==> src/rtl/pifo_sorted.sv <==
// pifo_sorted: push-in-first-out priority queue kept as a sorted register array; entry[0] is the head.
// Optional macro PIFO_DROP_TAIL_EN: a push into a full queue with a strictly better rank evicts the tail.
module pifo_sorted #(
   parameter int NUM_ELEMENTS   = 16,
   parameter int PRIORITY_WIDTH = 8,
   parameter int DATA_WIDTH     = 16
) (
   input  logic                                 clk,
   input  logic                                 reset,
   input  logic                                 i__enqueue,
   input  logic [PRIORITY_WIDTH-1:0]            i__enqueue_priority,
   input  logic [DATA_WIDTH-1:0]                i__enqueue_data,
   input  logic                                 i__dequeue,
   output logic [PRIORITY_WIDTH-1:0]            o__dequeue_priority,
   output logic [DATA_WIDTH-1:0]                o__dequeue_data,
   output logic                                 o__pifo_full,
   output logic                                 o__pifo_empty,
   output logic [$clog2(NUM_ELEMENTS+1)-1:0]    o__occupancy,
   output logic                                 o__overflow,
   output logic                                 o__underflow,
   output logic                                 o__drop_valid,
   output logic [DATA_WIDTH-1:0]                o__drop_data
);

   localparam int OCC_WIDTH = $clog2(NUM_ELEMENTS + 1);

   typedef enum logic [1:0] {
      OP_NONE,
      OP_PUSH,
      OP_POP,
      OP_PUSH_POP
   } op_t;

   logic [NUM_ELEMENTS-1:0]   entry_valid;
   logic [PRIORITY_WIDTH-1:0] entry_priority [NUM_ELEMENTS];
   logic [DATA_WIDTH-1:0]     entry_data     [NUM_ELEMENTS];

   logic [NUM_ELEMENTS-1:0]   valid_next;
   logic [PRIORITY_WIDTH-1:0] priority_next  [NUM_ELEMENTS];
   logic [DATA_WIDTH-1:0]     data_next      [NUM_ELEMENTS];

   logic [NUM_ELEMENTS:0]     le;
   logic [NUM_ELEMENTS-1:0]   ins_at;
   logic [NUM_ELEMENTS-1:0]   ins_pp;

   op_t                       op;
   logic                      is_empty;
   logic                      is_full;
   logic                      overflow_next;
   logic                      underflow_next;
   logic [OCC_WIDTH-1:0]      occ_next;
`ifdef PIFO_DROP_TAIL_EN
   logic                      evict;
`endif

   // le is a prefix mask of entries ranked at or below the new rank, so insert slots fall out of its edge
   always_comb begin
      le = '0;
      for (int i = 0; i < NUM_ELEMENTS; i++) begin
         le[i] = entry_valid[i] && (entry_priority[i] <= i__enqueue_priority);
      end
      ins_at = ~le[NUM_ELEMENTS-1:0] & {le[NUM_ELEMENTS-2:0], 1'b1};
      ins_pp = ~le[NUM_ELEMENTS:1] & (le[NUM_ELEMENTS-1:0] | {{(NUM_ELEMENTS-1){1'b0}}, 1'b1});
   end

   always_comb begin
      is_empty       = !entry_valid[0];
      is_full        = entry_valid[NUM_ELEMENTS-1];
      op             = OP_NONE;
      overflow_next  = 1'b0;
      underflow_next = i__dequeue && is_empty;
      occ_next       = o__occupancy;
`ifdef PIFO_DROP_TAIL_EN
      evict          = 1'b0;
`endif
      if (i__enqueue) begin
         if (i__dequeue && !is_empty) begin
            op = OP_PUSH_POP;
         end else if (!is_full) begin
            op       = OP_PUSH;
            occ_next = o__occupancy + OCC_WIDTH'(1);
`ifdef PIFO_DROP_TAIL_EN
         end else if (i__enqueue_priority < entry_priority[NUM_ELEMENTS-1]) begin
            op    = OP_PUSH;
            evict = 1'b1;
`endif
         end else begin
            overflow_next = 1'b1;
         end
      end else if (i__dequeue && !is_empty) begin
         op       = OP_POP;
         occ_next = o__occupancy - OCC_WIDTH'(1);
      end
   end

   // Invalid slots always hold zero fields, so shifting them around keeps the empty head at 0
   always_comb begin
      valid_next = entry_valid;
      for (int i = 0; i < NUM_ELEMENTS; i++) begin
         priority_next[i] = entry_priority[i];
         data_next[i]     = entry_data[i];
      end
      case (op)
         OP_PUSH: begin
            for (int i = 1; i < NUM_ELEMENTS; i++) begin
               if (!le[i] && !ins_at[i]) begin
                  valid_next[i]    = entry_valid[i-1];
                  priority_next[i] = entry_priority[i-1];
                  data_next[i]     = entry_data[i-1];
               end
            end
            for (int i = 0; i < NUM_ELEMENTS; i++) begin
               if (ins_at[i]) begin
                  valid_next[i]    = 1'b1;
                  priority_next[i] = i__enqueue_priority;
                  data_next[i]     = i__enqueue_data;
               end
            end
         end
         OP_POP: begin
            for (int i = 0; i < NUM_ELEMENTS - 1; i++) begin
               valid_next[i]    = entry_valid[i+1];
               priority_next[i] = entry_priority[i+1];
               data_next[i]     = entry_data[i+1];
            end
            valid_next[NUM_ELEMENTS-1]    = 1'b0;
            priority_next[NUM_ELEMENTS-1] = '0;
            data_next[NUM_ELEMENTS-1]     = '0;
         end
         OP_PUSH_POP: begin
            for (int i = 0; i < NUM_ELEMENTS - 1; i++) begin
               if (le[i+1]) begin
                  valid_next[i]    = entry_valid[i+1];
                  priority_next[i] = entry_priority[i+1];
                  data_next[i]     = entry_data[i+1];
               end
            end
            for (int i = 0; i < NUM_ELEMENTS; i++) begin
               if (ins_pp[i]) begin
                  valid_next[i]    = 1'b1;
                  priority_next[i] = i__enqueue_priority;
                  data_next[i]     = i__enqueue_data;
               end
            end
         end
         default: begin
         end
      endcase
   end

   always_ff @(posedge clk) begin
      if (!reset) begin
         entry_valid   <= '0;
         for (int i = 0; i < NUM_ELEMENTS; i++) begin
            entry_priority[i] <= '0;
            entry_data[i]     <= '0;
         end
         o__occupancy  <= '0;
         o__pifo_full  <= 1'b0;
         o__pifo_empty <= 1'b1;
         o__overflow   <= 1'b0;
         o__underflow  <= 1'b0;
      end else begin
         entry_valid   <= valid_next;
         for (int i = 0; i < NUM_ELEMENTS; i++) begin
            entry_priority[i] <= priority_next[i];
            entry_data[i]     <= data_next[i];
         end
         o__occupancy  <= occ_next;
         o__pifo_full  <= (occ_next == OCC_WIDTH'(NUM_ELEMENTS));
         o__pifo_empty <= (occ_next == '0);
         o__overflow   <= overflow_next;
         o__underflow  <= underflow_next;
      end
   end

`ifdef PIFO_DROP_TAIL_EN
   always_ff @(posedge clk) begin
      if (!reset) begin
         o__drop_valid <= 1'b0;
         o__drop_data  <= '0;
      end else begin
         o__drop_valid <= evict;
         o__drop_data  <= evict ? entry_data[NUM_ELEMENTS-1] : '0;
      end
   end
`else
   assign o__drop_valid = 1'b0;
   assign o__drop_data  = '0;
`endif

   assign o__dequeue_priority = entry_priority[0];
   assign o__dequeue_data     = entry_data[0];

endmodule

==> config.mk <==
export PLATFORM = sky130hd
export DESIGN_NAME = pifo_sorted
export DESIGN_NICKNAME = d
export VERILOG_FILES = /design/src/rtl/pifo_sorted.sv
export SDC_FILE = /design/constraint.sdc
export NUM_CORES = 2
export LEC_CHECK = 0
export ABC_CLOCK_PERIOD_IN_PS = 4600
export CAP_MARGIN = 20
export CORE_ASPECT_RATIO = 1.1
export CORE_MARGIN = 4
export CORE_UTILIZATION = 63
export DETAILED_ROUTE_END_ITERATION = 10
export PLACE_DENSITY = 0.87
export SLEW_MARGIN = 30
export SYNTH_ARGS = -nofsm -noshare
export SYNTH_HDL_FRONTEND = slang
export SYNTH_SLANG_ARGS = --single-unit
==> constraint.sdc <==
create_clock -name clk -period 4.6 [get_ports clk]
set_input_delay 0.92 -clock clk [delete_from_list [all_inputs] [get_ports clk]]
set_output_delay 0.92 -clock clk [all_outputs]
set_load 0.02 [all_outputs]
Word-level counts from Yosys, hierarchy flattened:

Memories as Yosys holds them, arrays and structs flattened.
Index checks and enable logic that the tools add are counted.
Widths: inputs -> output; s select.

* register bits after elaboration: 25
* memories: 2
* bits of input ports: 28
* memory bits (writable): 384
* output and inout bits: 50
* word-level logic and storage cells: 430

Memories
* entry_data: depth 16, width 16, read ports 16, clocked after Yosys merged registers in 0, write ports 16, line 36 `logic [DATA_WIDTH-1:0] entry_data [NUM_ELEMENTS];`
* entry_priority: depth 16, width 8, read ports 16, clocked after Yosys merged registers in 0, write ports 16, line 35 `logic [PRIORITY_WIDTH-1:0] entry_priority [NUM_ELEMENTS];`

* mux-type cells: 232
* add/sub/neg operators: 2
* reductions and logical operators: 83
* equal/unequal tests: 36
* $lt $le $gt $ge: 16
* bitwise gates (word level): 38

Operators by type and width (count)
* $mux 16: 78
* $pmux 256 s3: 1
* $mux 8: 78
* $pmux 128 s3: 1
* $le 8x8->1: 16
* $ne 3x3->1 const B: 30
* $mux 1: 66
* $pmux 16 s3: 1
* $reduce_and 3->1: 16
* $logic_and 1x1->1: 33
* $and 16x16->16: 2
* $or 1x1->1: 32
* $logic_not 1->1: 31
* $mux 5: 4
* $not 15->16: 1
* $not 16->16: 1
* $mux 2: 3
* $add 5x1->5 const B: 1
* $eq 5x5->1 const B: 1
* $logic_not 5->1: 1
* $sub 5x1->5 const B: 1
* $eq 2x2->1 const B: 2
* $ne 2x2->1 const B: 2
* $reduce_bool 3->1: 1
* 3 further kinds: 4

Depth between registers and ports, before layout:

An unclocked memory read counts as a cell.

* depth in word-level cells: 11
* depth in mapped cells: 13
* mapped depth without buffers: 9

Worst setup path after synthesis:

OpenSTA, ideal clock, no wires.

* kind: input -> register
* start point: input port i__enqueue_priority[7]
* end point: memory entry_data[7][4], in the netlist entry_data[0][116]
* buffers on the path: 4
* arrival: 3551 ps
* stages on the path: 13
* library setup time: 117 ps
* required time: 4483 ps
* path slack: 931 ps
* cell sequence: clkbuf_1 -> inv_1 -> ha_1 -> o21ai_0 -> nor2_2 -> and4bb_1 -> or2_1 -> buf_6 -> o31a_4 -> and2_1 -> buf_6 -> buf_6 -> a32o_1

RTL lines
* start: declaration: line 11 `input logic [PRIORITY_WIDTH-1:0] i__enqueue_priority,`
* end: declaration: line 36

==> impl_metrics.yaml <==
sta:
  slew_headroom_pct: 32.4
  hold_viol: 0
  worstMarginPinSlew_ns: 1.01
  final_max_slew_viol_count: 0
  tns_ns: 0
  fin_ws_ns: 0.779
  rsz0062_at_grt: "no"
  fin_crit_ns: 3.82
  hold_slack_ns: 0.486
  finClkSkew_ns: 0.0260
  timing.fmax_ghz: 0.262
  setup_viol: 0
  fin_crit_sh_pct: 83.1
die:
  rows: 77
  coreArea_um2: 40500
  pin_count: 78
  fp.dieArea_um2: 44600
  fp.dieW_um: 202
  chipHeight_um: 221
  initial_core_util_pct: 64.2
worst_setup_path:
  crit_fanout: 15
  slowest_delay_ns: 0.44
  slowest_stage: "clkdlybuf4s50_1"
  timing.reg2reg.setup_slack_ns: 1.47
  rr_worst_depth: 8
  crit_type: "in -> reg"
  cp-start-kind: "input pin"
  worstPathCellList: "clkdlybuf4s50_1 -> inv_1 -> buf_4 -> ha_1 -> o21ai_0 -> a21oi_1 -> o31a_1 -> or2_1 -> buf_4 -> a32oi_4 -> nand2_2 -> o31ai_1"
  cp.arrival_ns: 4.31
  worst_setup_path_end_kind: "flop"
  cp.required_ns: 5.09
  r2r-start: "entry_priority[0][61]"
  crit_family: "compound AO/OA/AOI/OAI gates"
  crit_top_cell: "buf_4"
  critPathBufInv: 4
  r2r-end: "entry_data[0][123]"
finish:
  final_area_um2: 28400
  fin_util_pct: 70.3
  fin_cells: 3592
  num_antenna_cells: 0
  layout_commonest_cell: "dfxtp_1"
  area_growth_syn_to_layout_pct: 9.44
  final_cell_mix: "dfxtp_1, o21ai_0, a21oi_1"
  drive_gt1_share_pct: 10.2
  final_nets: 3202
cts:
  worstSkewPairLatency_ns: 0.59
  hold_buffers: 0
  root_buffer: "clkbuf_16"
  clk_pin_slew_worst_paths_ns: 0.06
  tritoncts: "done"
  cts.repair.resized: 0
  clock_path_buffers: 3
  htree_levels: 2
  cts_sinks: 409
  numCtsBuffers: 46
  post-cts-setup-buffers: 0
logic_synthesis:
  syn-cell-area_um2: 26000
  synthArstFlopShare_pct: 0
  ys_ff_latch: 409
  synthFlopType: "dfxtp_1"
  synth_top_family_by_area: "compound AO/OA/AOI/OAI gates"
  synth_compound_area_share_pct: 40.3
  ys_seq_area_share_pct: 31.5
  muxShareOfSynthArea_pct: 1.04
  synthSimpleGateAreaFrac_pct: 12.3
  synth_enable_flop_cells: 0
  synth_cell_type_count: 97
  synth_cells: 3118
  syn_avg_cell_area_um2: 8.33
  synth_adder_area_share_pct: 6.26
  ys_warn_count: 0
  synth_xor_xnor_area_share_pct: 0.135
routing:
  wire_per_inst_um: 29.0
  drt_wl_total_um: 104000
  first_iter_violations: 4306
  detail-route-antenna-nets: 0
  vias_per_cell: 7.79
  drtPass1Iterations: 8
  drc_errors: 0
  vias: 28000
power:
  vdd_drop_max_mv: 0.342
  powerDensity_nw_per_um2: 392
  leakagePower_nw: 9.99
  power_mw: 11.2
min_path:
  hold_end: "entry_data[0][190]"
  min_delay_path_depth: 2
  hp-start: "entry_data[0][190]"
  hp-class: "reg -> reg"
global_route:
  grt_pass1_wl_um: 159000
  grt_max_degree: 211
  grtUsageTotal_pct: 44.1
  grt-ovfl-total: 0
  grt_pass1_vias: 26700
  antenna_found_initial: 0
flow_run:
  drv_cap: 0
place:
  place_ws_ns: 0.144
  dpl.hpwl_um: 74100
  place.gp.congestion: 1.03
  place_inst: 3508
  port_buffers: 60
  dpl_cell_area_um2: 26900
outcome:
  status: "finished, final reports clean"
==> cells by family (layout without fill, tap and decap cells) <==
family,after synthesis,count (layout)
other cells,1,17
buf+inv,466,411
xor+xnor,4,4
fa+ha+maj,130,130
compound gates,1424,1424
flops,409,409
simple gates,657,657
mux,27,27
==> layer usage <==
layer  vias up  GRT usage, %  part of all wire, %
met5         -             0                    0
met4         0          25.1                  7.0
met3       520          10.4                   13
met2      2247          69.3                   44
met1     13200          55.8                   36
li1      12000             -                    -
==> power breakdown <==
group	total, mW	switching, mW	internal, mW
registers	4.42	0.483	3.94
clock network	3.71	1.60	2.11
logic	3.02	1.89	1.13
==> worst reg2reg max path: cells and delay by family (launching register included) <==
| family | cells | cell delay (ns) |
|---|---|---|
| AOI/OAI and AO/OA | 5 | 1.36 |
| and+or+nand+nor | 2 | 1.01 |
| DFF | 1 | 0.43 |
| adders and majority gates | 1 | 0.30 |
==> cell type report <==
class / instances / area [um^2]
flip-flops and latches: 409 / 8190
well taps: 513 / 642
clock buffers: 70 / 1370
inverters: 122 / 458
clock inverters: 13 / 119
fillers: 3193 / 12000
multi-input cells: 2259 / 15800
repair buffers: 206 / 1880
==> state kept, by name (all words and copies together), names as in the netlist <==
register	flops
entry_valid	16
o__occupancy	5
o__underflow	1
entry_priority	128
o__pifo_full	1
entry_data	256
o__overflow	1
o__pifo_empty	1
==> worst max path at each step <==
stage                            from                  to  slack, ns  cells after the start
3_3_place_gp   i__enqueue_priority[5]  entry_data[0][120]       0.29                     11
5_1_grt        i__enqueue_priority[5]  entry_data[0][158]       0.65                     12
2_1_floorplan  i__enqueue_priority[7]  entry_data[0][116]       0.93                     13
3_5_place_dp   i__enqueue_priority[5]  entry_data[0][118]       0.14                     11
6_report       i__enqueue_priority[2]  entry_data[0][145]       0.78                     12
4_1_cts        i__enqueue_priority[5]  entry_data[0][118]       0.73                     11
==> Yosys cell counts, drive strengths merged, types with 8 or more instances <==
| cell | n | area, um^2 |
|---|---|---|
| a211o | 10 | 87.6 |
| a211oi | 18 | 150 |
| a21boi | 18 | 135 |
| a21o | 33 | 248 |
| a21oi | 177 | 905 |
| a221o | 16 | 160 |
| a221oi | 44 | 385 |
| a222oi | 12 | 120 |
| a22o | 19 | 166 |
| a22oi | 46 | 345 |
| a311oi | 11 | 96.3 |
| a31oi | 35 | 275 |
| a32o | 77 | 771 |
| a32oi | 33 | 330 |
| and2 | 28 | 175 |
| and3 | 20 | 125 |
| buf | 183 | 1110 |
| clkbuf | 161 | 618 |
| dfxtp | 409 | 8190 |
| ha | 130 | 1630 |
| inv | 122 | 458 |
| mux2i | 27 | 270 |
| nand2 | 173 | 659 |
| nand2b | 31 | 194 |
| nand3 | 127 | 636 |
| nand3b | 14 | 105 |
| nand4 | 23 | 144 |
| nor2 | 159 | 629 |
| nor2b | 20 | 125 |
| nor3 | 30 | 171 |
| nor4 | 8 | 56.3 |
| o2111ai | 11 | 103 |
| o211ai | 43 | 338 |
| o21a | 15 | 113 |
| o21ai | 324 | 1670 |
| o21bai | 20 | 150 |
| o221ai | 75 | 663 |
| o22a | 74 | 648 |
| o22ai | 114 | 719 |
| o311a | 10 | 100 |
| o311ai | 15 | 131 |
| o31a | 20 | 184 |
| o31ai | 28 | 268 |
| o32ai | 94 | 857 |
No activity file was read; power rests on OpenSTA's default activity.
